File: src/rtl/uart_rx_ovs.sv
// ---------------------------------------------------------------------------
// uart_rx_ovs -- oversampling UART receiver with receive FIFO
//
// Recovers asynchronous serial frames from rx_bit_i. The line is sampled at
// OVS ticks per bit, and each bit is a 3-sample majority vote around mid-bit.
// Each received word and its error flags are written into a FIFO that the
// bus side drains.
//
// Optional build macro:
//   UART_RX_BREAK_DET_EN  adds break_o. A frame whose data, parity (if used)
//                         and stop bits are all 0 pulses break_o and is not
//                         written to the FIFO.
//
// Ports:
//   clk_i, rst_i   clock, asynchronous active-high reset
//   baud_div_i     clocks per sample tick (0 behaves as 1)
//   data_len_i     data bits per frame, 5..DATA_WIDTH; other values give
//                  DATA_WIDTH
//   parity_i       00/11 none, 01 even, 10 odd
//   stop2_i        check a second stop bit
//   rx_en_i        receiver enable; low abandons any frame in progress
//   rx_bit_i       asynchronous serial input
//   rx_re_i        FIFO pop request
//   err_clr_i      clears the sticky overrun flag
//   dout_o         popped data, zero-extended above the frame length
//   frame_err_o    stop-bit error of the popped entry
//   parity_err_o   parity error of the popped entry
//   full_o         FIFO full
//   empty_o        FIFO empty
//   count_o        FIFO occupancy, 0..FIFO_DEPTH
//   overrun_o      sticky: a frame was dropped because the FIFO was full
//   break_o        (UART_RX_BREAK_DET_EN only) one-clock break pulse
// ---------------------------------------------------------------------------
module uart_rx_ovs #(
  parameter int DATA_WIDTH = 8,
  parameter int FIFO_DEPTH = 16,
  parameter int OVS        = 16
) (
  input  logic                          clk_i,
  input  logic                          rst_i,
  input  logic [15:0]                   baud_div_i,
  input  logic [3:0]                    data_len_i,
  input  logic [1:0]                    parity_i,
  input  logic                          stop2_i,
  input  logic                          rx_en_i,
  input  logic                          rx_bit_i,
  input  logic                          rx_re_i,
  input  logic                          err_clr_i,
`ifdef UART_RX_BREAK_DET_EN
  output logic                          break_o,
`endif
  output logic [DATA_WIDTH-1:0]         dout_o,
  output logic                          frame_err_o,
  output logic                          parity_err_o,
  output logic                          full_o,
  output logic                          empty_o,
  output logic [$clog2(FIFO_DEPTH):0]   count_o,
  output logic                          overrun_o
);

  localparam int AW = $clog2(FIFO_DEPTH);
  localparam int SW = $clog2(OVS);
  localparam int EW = DATA_WIDTH + 2;

  // The three voting samples straddle mid-bit. The vote is resolved on the
  // tick of the last sample, when all three are available.
  localparam logic [SW-1:0] SAMP_A   = SW'(OVS / 2 - 1);
  localparam logic [SW-1:0] SAMP_B   = SW'(OVS / 2);
  localparam logic [SW-1:0] SAMP_C   = SW'(OVS / 2 + 1);
  localparam logic [SW-1:0] SAMP_END = SW'(OVS - 1);

  typedef enum logic [2:0] {
    S_IDLE,
    S_START,
    S_DATA,
    S_PARITY,
    S_STOP1,
    S_STOP2,
    S_PUSH
`ifdef UART_RX_BREAK_DET_EN
    , S_BRK
`endif
  } state_t;

  function automatic logic maj3(input logic a, input logic b, input logic c);
    return (a & b) | (a & c) | (b & c);
  endfunction

  function automatic logic [3:0] clamp_len(input logic [3:0] len);
    if (len < 4'd5 || len > 4'(DATA_WIDTH))
      return 4'(DATA_WIDTH);
    return len;
  endfunction

  state_t                  state, state_n;
  logic                    sync_p0, sync_p1, prev_p2;
  logic                    fall, start;
  logic [15:0]             tick_cnt;
  logic                    tick;
  logic [SW-1:0]           samp_cnt;
  logic [3:0]              bit_cnt;
  logic [3:0]              len_l;
  logic                    par_en_l, odd_l, stop2_l;
  logic                    perr, ferr;
  logic                    s_a, s_b, vote;
  logic                    vote_tick, end_tick, last_bit;
  logic [DATA_WIDTH-1:0]   data_sh;
`ifdef UART_RX_BREAK_DET_EN
  logic                    par_bit;
  logic                    brk;
`endif

  logic [EW-1:0]           mem [FIFO_DEPTH];
  logic [AW-1:0]           wr_ptr, rd_ptr;
  logic [AW:0]             count_q;
  logic                    push_req, do_push, pop;

  // ---- stage p0/p1: two-flop synchroniser, p2: previous value for edge ----
  always_ff @(posedge clk_i or posedge rst_i) begin
    if (rst_i) begin
      sync_p0 <= 1'b1;
      sync_p1 <= 1'b1;
      prev_p2 <= 1'b1;
    end else begin
      sync_p0 <= rx_bit_i;
      sync_p1 <= sync_p0;
      prev_p2 <= sync_p1;
    end
  end

  assign fall  = prev_p2 & ~sync_p1;
  assign start = (state == S_IDLE) && rx_en_i && fall;

  // ---- sample tick generator: frozen while the receiver is disabled ----
  always_ff @(posedge clk_i or posedge rst_i) begin
    if (rst_i) begin
      tick_cnt <= '0;
      tick     <= 1'b0;
    end else if (rx_en_i) begin
      if (tick_cnt == 16'd0) begin
        tick     <= 1'b1;
        tick_cnt <= (baud_div_i == 16'd0) ? 16'd0 : baud_div_i - 16'd1;
      end else begin
        tick     <= 1'b0;
        tick_cnt <= tick_cnt - 16'd1;
      end
    end else begin
      tick <= 1'b0;
    end
  end

  assign vote      = maj3(s_a, s_b, sync_p1);
  assign vote_tick = tick && (samp_cnt == SAMP_C);
  assign end_tick  = tick && (samp_cnt == SAMP_END);
  assign last_bit  = (bit_cnt == len_l - 4'd1);
`ifdef UART_RX_BREAK_DET_EN
  assign brk = (data_sh == '0) && (!par_en_l || !par_bit) && !vote;
`endif

  // ---- frame FSM ----
  always_ff @(posedge clk_i or posedge rst_i) begin
    if (rst_i) state <= S_IDLE;
    else       state <= state_n;
  end

  always_comb begin
    state_n = state;
    if (!rx_en_i) begin
      state_n = S_IDLE;
    end else begin
      case (state)
        S_IDLE:   if (fall) state_n = S_START;
        S_START: begin
          if (vote_tick && vote)  state_n = S_IDLE;   // false start
          else if (end_tick)      state_n = S_DATA;
        end
        S_DATA:   if (end_tick && last_bit) state_n = par_en_l ? S_PARITY : S_STOP1;
        S_PARITY: if (end_tick) state_n = S_STOP1;
        // With one stop bit the FSM leaves at mid-bit so the next start
        // edge is never missed; with two it finishes the bit to stay aligned.
        S_STOP1: begin
`ifdef UART_RX_BREAK_DET_EN
          if (vote_tick && brk)                  state_n = S_BRK;
          else
`endif
          if (vote_tick && !stop2_l)             state_n = S_PUSH;
          else if (end_tick && stop2_l)          state_n = S_STOP2;
        end
        S_STOP2:  if (vote_tick) state_n = S_PUSH;
        S_PUSH:   state_n = S_IDLE;
`ifdef UART_RX_BREAK_DET_EN
        S_BRK:    if (sync_p1) state_n = S_IDLE;
`endif
        default:  state_n = S_IDLE;
      endcase
    end
  end

  // ---- frame control: counters, latched configuration, error flags ----
  always_ff @(posedge clk_i or posedge rst_i) begin
    if (rst_i) begin
      samp_cnt <= '0;
      bit_cnt  <= '0;
      len_l    <= 4'(DATA_WIDTH);
      par_en_l <= 1'b0;
      odd_l    <= 1'b0;
      stop2_l  <= 1'b0;
      perr     <= 1'b0;
      ferr     <= 1'b0;
    end else if (start) begin
      samp_cnt <= '0;
      bit_cnt  <= '0;
      len_l    <= clamp_len(data_len_i);
      par_en_l <= (parity_i == 2'b01) || (parity_i == 2'b10);
      odd_l    <= (parity_i == 2'b10);
      stop2_l  <= stop2_i;
      perr     <= 1'b0;
      ferr     <= 1'b0;
    end else if (state != S_IDLE && tick) begin
      samp_cnt <= (samp_cnt == SAMP_END) ? '0 : samp_cnt + 1'b1;
      if (state == S_DATA && samp_cnt == SAMP_END)
        bit_cnt <= bit_cnt + 4'd1;
      if (samp_cnt == SAMP_C) begin
        if (state == S_PARITY)
          perr <= vote ^ (^data_sh) ^ odd_l;
        if ((state == S_STOP1 || state == S_STOP2) && !vote)
          ferr <= 1'b1;
      end
    end
  end

`ifdef UART_RX_BREAK_DET_EN
  always_ff @(posedge clk_i or posedge rst_i) begin
    if (rst_i) break_o <= 1'b0;
    else       break_o <= (state == S_STOP1) && (state_n == S_BRK);
  end
`endif

  // ---- frame data: voting samples and shift-in, no reset needed ----
  always_ff @(posedge clk_i) begin
    if (start) begin
      data_sh <= '0;
    end else if (state != S_IDLE && tick) begin
      if (samp_cnt == SAMP_A) s_a <= sync_p1;
      if (samp_cnt == SAMP_B) s_b <= sync_p1;
      if (samp_cnt == SAMP_C) begin
        if (state == S_DATA) begin
          for (int i = 0; i < DATA_WIDTH; i++)
            if (bit_cnt == 4'(i)) data_sh[i] <= vote;
        end
`ifdef UART_RX_BREAK_DET_EN
        if (state == S_PARITY) par_bit <= vote;
`endif
      end
    end
  end

  // ---- receive FIFO ----
  assign push_req = (state == S_PUSH);
  assign pop      = rx_re_i && !empty_o;
  // A full FIFO still accepts a word when a pop frees the head slot.
  assign do_push  = push_req && (!full_o || pop);

  assign full_o  = (count_q == (AW + 1)'(FIFO_DEPTH));
  assign empty_o = (count_q == '0);
  assign count_o = count_q;

  always_ff @(posedge clk_i) begin
    if (do_push) mem[wr_ptr] <= {perr, ferr, data_sh};
  end

  always_ff @(posedge clk_i or posedge rst_i) begin
    if (rst_i) begin
      wr_ptr       <= '0;
      rd_ptr       <= '0;
      count_q      <= '0;
      overrun_o    <= 1'b0;
      dout_o       <= '0;
      frame_err_o  <= 1'b0;
      parity_err_o <= 1'b0;
    end else begin
      if (do_push) wr_ptr <= wr_ptr + 1'b1;
      if (pop) begin
        rd_ptr <= rd_ptr + 1'b1;
        {parity_err_o, frame_err_o, dout_o} <= mem[rd_ptr];
      end
      case ({do_push, pop})
        2'b10:   count_q <= count_q + 1'b1;
        2'b01:   count_q <= count_q - 1'b1;
        default: count_q <= count_q;
      endcase
      // A new overrun beats a simultaneous clear.
      if (push_req && full_o && !pop) overrun_o <= 1'b1;
      else if (err_clr_i)             overrun_o <= 1'b0;
    end
  end

endmodule
File: config.mk
export PLATFORM = sky130hd
export DESIGN_NAME = uart_rx_ovs
export DESIGN_NICKNAME = d
export VERILOG_FILES = /design/src/rtl/uart_rx_ovs.sv
export SDC_FILE = /design/constraint.sdc
export NUM_CORES = 1
export LEC_CHECK = 0
export ABC_AREA = 1
export BUFFER_PORTS_ARGS = -buffer_cell sky130_fd_sc_hd__buf_2
export CORE_MARGIN = 2
export CORE_UTILIZATION = 40
export DETAILED_ROUTE_END_ITERATION = 8
export SETUP_SLACK_MARGIN = 0.5
export SYNTH_ARGS = -nofsm -noshare
export SYNTH_HDL_FRONTEND = slang
export SYNTH_SLANG_ARGS = --single-unit
File: constraint.sdc
create_clock -name clk_i -period 2.6 [get_ports clk_i]
set_input_delay 0.39 -clock clk_i [delete_from_list [all_inputs] [get_ports clk_i]]
set_output_delay 0.39 -clock clk_i [all_outputs]
set_load 0.01 [all_outputs]
==> summary.txt <==
Part of the cycle the worst path needs = 79.5%
Number of antenna violations at the first check in global routing = 1
Final worst slack = 0.533 ns
Setup violators final = 0
Crit path max-delay family = simple AND/OR/NAND/NOR gates
Layout cell share with drive strength beyond 1 = 13.3%
Fmax achieved = 484 MHz
CORE AREA = 27,600 um2
First-pass GRT wire length = 40,800 um
# port buffers = 46
DRT Wirelength = 25,300 um
Reg-to-reg slack, setup = 0.53 ns
Highest-delay cell along the critical path = nor2_2
Commonest cells post-synth = 223 x nor2_1, 182 x nand2_1, 162 x edfxtp_1
Arrival time worst endpoint = 2.22 ns
Synth Area in Compound Gates = 11.1%
Top-area cell type share of the netlist area = 43.8%
Clk_lat worst skew = 0.53 ns
Hold endpoint = stop2_l
Top-count cell post-synth = nor2_1
Max_cap viols = 0
Hold-critical path depth = 3
Reg2reg end = mem[1][3]
Post-Syn Nets = 1,200
Ant diodes = 0
VDD IR max = 0.493 mV
Endpoint class of the critical path = register
Die area = 29,100 um2
Post-synthesis sequential area ratio = 59.7%
Clock Sinks = 234
Final net count = 1,264
Die H = 171 um
Number of vias per cell = 4.98
Post-Synth Simple-Gate Area = 19.2%
CTS root buf = clkbuf_16
Cell taking the most area after synthesis = edfxtp_1
Max transition margin = 52.3%
Placer Congestion = 0.814
Leak Pwr = 5.08 nW
CTS HTree Levels = 1
Dominant synthesized flop cell = edfxtp_1
Pin count of the biggest net entering global routing = 83
Initial DRC count = 533
Synth Cell Area = 11,100 um2
WS Path Type = register to register
Ports = 47
Largest family of logic cells by synthesized area = simple AND/OR/NAND/NOR gates
DRC Markers = 0
Post-synthesis mux area share = 0%
Starting density of the core = 40.3%
Type of the tightest min-delay check = input port to register
CTS buffer count = 25
Final Hold Viols = 0
Gr ovfl total = 0
Die X = 171 um
FP Rows = 61
CP max FO = 10
Critical-path cell list = inv_1 -> nand3_1 -> nor2_1 -> nand2_1 -> nand2_2 -> clkinv_2 -> nand2_1 -> nor2_2
Synthesis-stage register bit count = 234
Top post-synthesis cells by area = edfxtp_1 44%, dfrtp_1 14%, nor2_1 7.5%
Pins Over Slew Limit = 0
Clk slew on worst S/H paths = 0.06 ns
Area growth syn-to-layout = 14.5%
Max incr delay on CP = 0.49 ns
Register area = 6640 um2
Dpl hpwl = 16,900 um
PD cells = 911 nW/um2
Status = finished, final reports clean
DR WL/cell = 15.7 um
Filler cells = 2,591
TNS Setup = 0 ns
Non-filler instance count after layout = 1,608
Most used cell, CP = nand2_1
Ys async rst share = 27.4%
Skew final = 0.0239 ns
R2r worst-path depth = 8
Fin crit period = 2.07 ns
Mapped Cells = 1,149
Synth Area in Adders = 2.54%
Area of the multi-input gates = 3960 um2
Buf/Inv on CP = 2
RSZ-0062 raised after global routing = yes
Pre-CTS setup slack = 0.222 ns
Hold path startpoint = stop2_i
Post-Place Cells = 1,557
Worst-Margin Slew = 0.715 ns
Routed vias = 8,000
CTS tree = yes
Tot GR Track Use = 17.8%
ANT nets after route = 0
Via count of the first global-routing pass = 7,739
CP required = 2.75 ns
Worst r2r src = count_o[2]
EDFF count, synth = 162
Crit path launch type = register
1st-pass router iterations = 5
Synth Area in XOR/XNOR = 2.21%
Unique masters post-synth = 47
Clock Path Buffers = 3
Synth Warn # = 0
Synth Area per Inst = 9.68 um2
## layout make-up
type	instances	share of cell area [%]
flip-flops and latches	234	52.2
multi-input cells	770	31.1
clock buffers	32	5.12
repair buffers	80	4.08
well taps	378	3.72
inverters	102	3.09
clock inverters	12	0.708
## cell usage in the layout, fill, tap and decap left out, types with 25 or more instances in the layout
cell type  Yosys  layout
nor2_1       223     212
nand2_1      182     180
nand3_1       56      56
buf_4          4      29
inv_1         96      93
buf_2         12      46
clkbuf_16      0      25
a21oi_1       29      28
dfrtp_1       60      55
edfxtp_1     162     162
o211ai_1      39      39
o21ai_0      110     110
## flip-flops by register name, indices dropped and copies added, names as in the netlist, 3 cells and up
name / flops
count_o: 5
samp_cnt: 4
mem: 160
dout_o: 8
tick_cnt: 16
wr_ptr: 4
bit_cnt: 4
data_sh: 8
len_l: 4
state: 3
rd_ptr: 4
## worst register-to-register path, cell delays in order (launching register included)
cell and delay (ns):
dfrtp_1 0.41, inv_1 0.07, nand3_1 0.10, nor2_1 0.07, nand2_1 0.10, nand2_2 0.10, clkinv_2 0.13, nand2_1 0.23
nor2_2 0.49
## metal layers
metal	vias up	share of wire, %	GRT usage [%]
met5	-	0.044	0
met4	2	2.2	4.24
met3	43	4.4	2.82
met2	135	45	28.6
met1	3786	48	25.3
li1	4034	-	-
## per-stage QoR
step | hold WS, ns | util [%] | power (mW) | area [um2]
after floorplan | 0.345 | - | 7.21 | 11100
after global routing | 0.0988 | 46.2 | 12.4 | 12700
after global placement | 0.347 | 43.0 | 8.24 | 11900
final | 0.0832 | 46.2 | 11.6 | 12700
after CTS | 0.0618 | 46.0 | 11.6 | 12700
after detailed placement | 0.351 | 43.0 | 8.27 | 11900
## kinds of logic after synthesis
family | count (synthesis)
fa+ha+maj | 22
compound gates | 212
simple gates | 508
buf+inv | 145
xor+xnor | 28
flops | 234
## worst max-delay path by stage
stage | startpoint | endpoint | slack (ns) | depth (start not counted)
6_report | count_o[2] | mem[1][3] | 0.53 | 8
5_1_grt | count_o[2] | mem[6][1] | 0.37 | 8
4_1_cts | state[2] | mem[0][6] | 0.36 | 6
3_5_place_dp | state[1] | mem[1][3] | 0.22 | 6
3_3_place_gp | state[1] | mem[8][2] | 0.32 | 6
2_1_floorplan | count_o[0] | count_o[4] | 0.49 | 17
## power by group
group | internal (mW) | switching, mW
logic | 1.29 | 2.40
registers | 4.29 | 0.340
clock network | 1.87 | 1.40
## timing repair
item                                   CTS  global route
resized for setup                       11            13
setup buffers                            2             3
hold buffers                             2             0
setup endpoints to repair              112           140
gates cloned                             0             0
endpoints found under the hold margin   22             0
pin swaps                                0             2
Note: power is estimated with default switching activity, not from simulation.
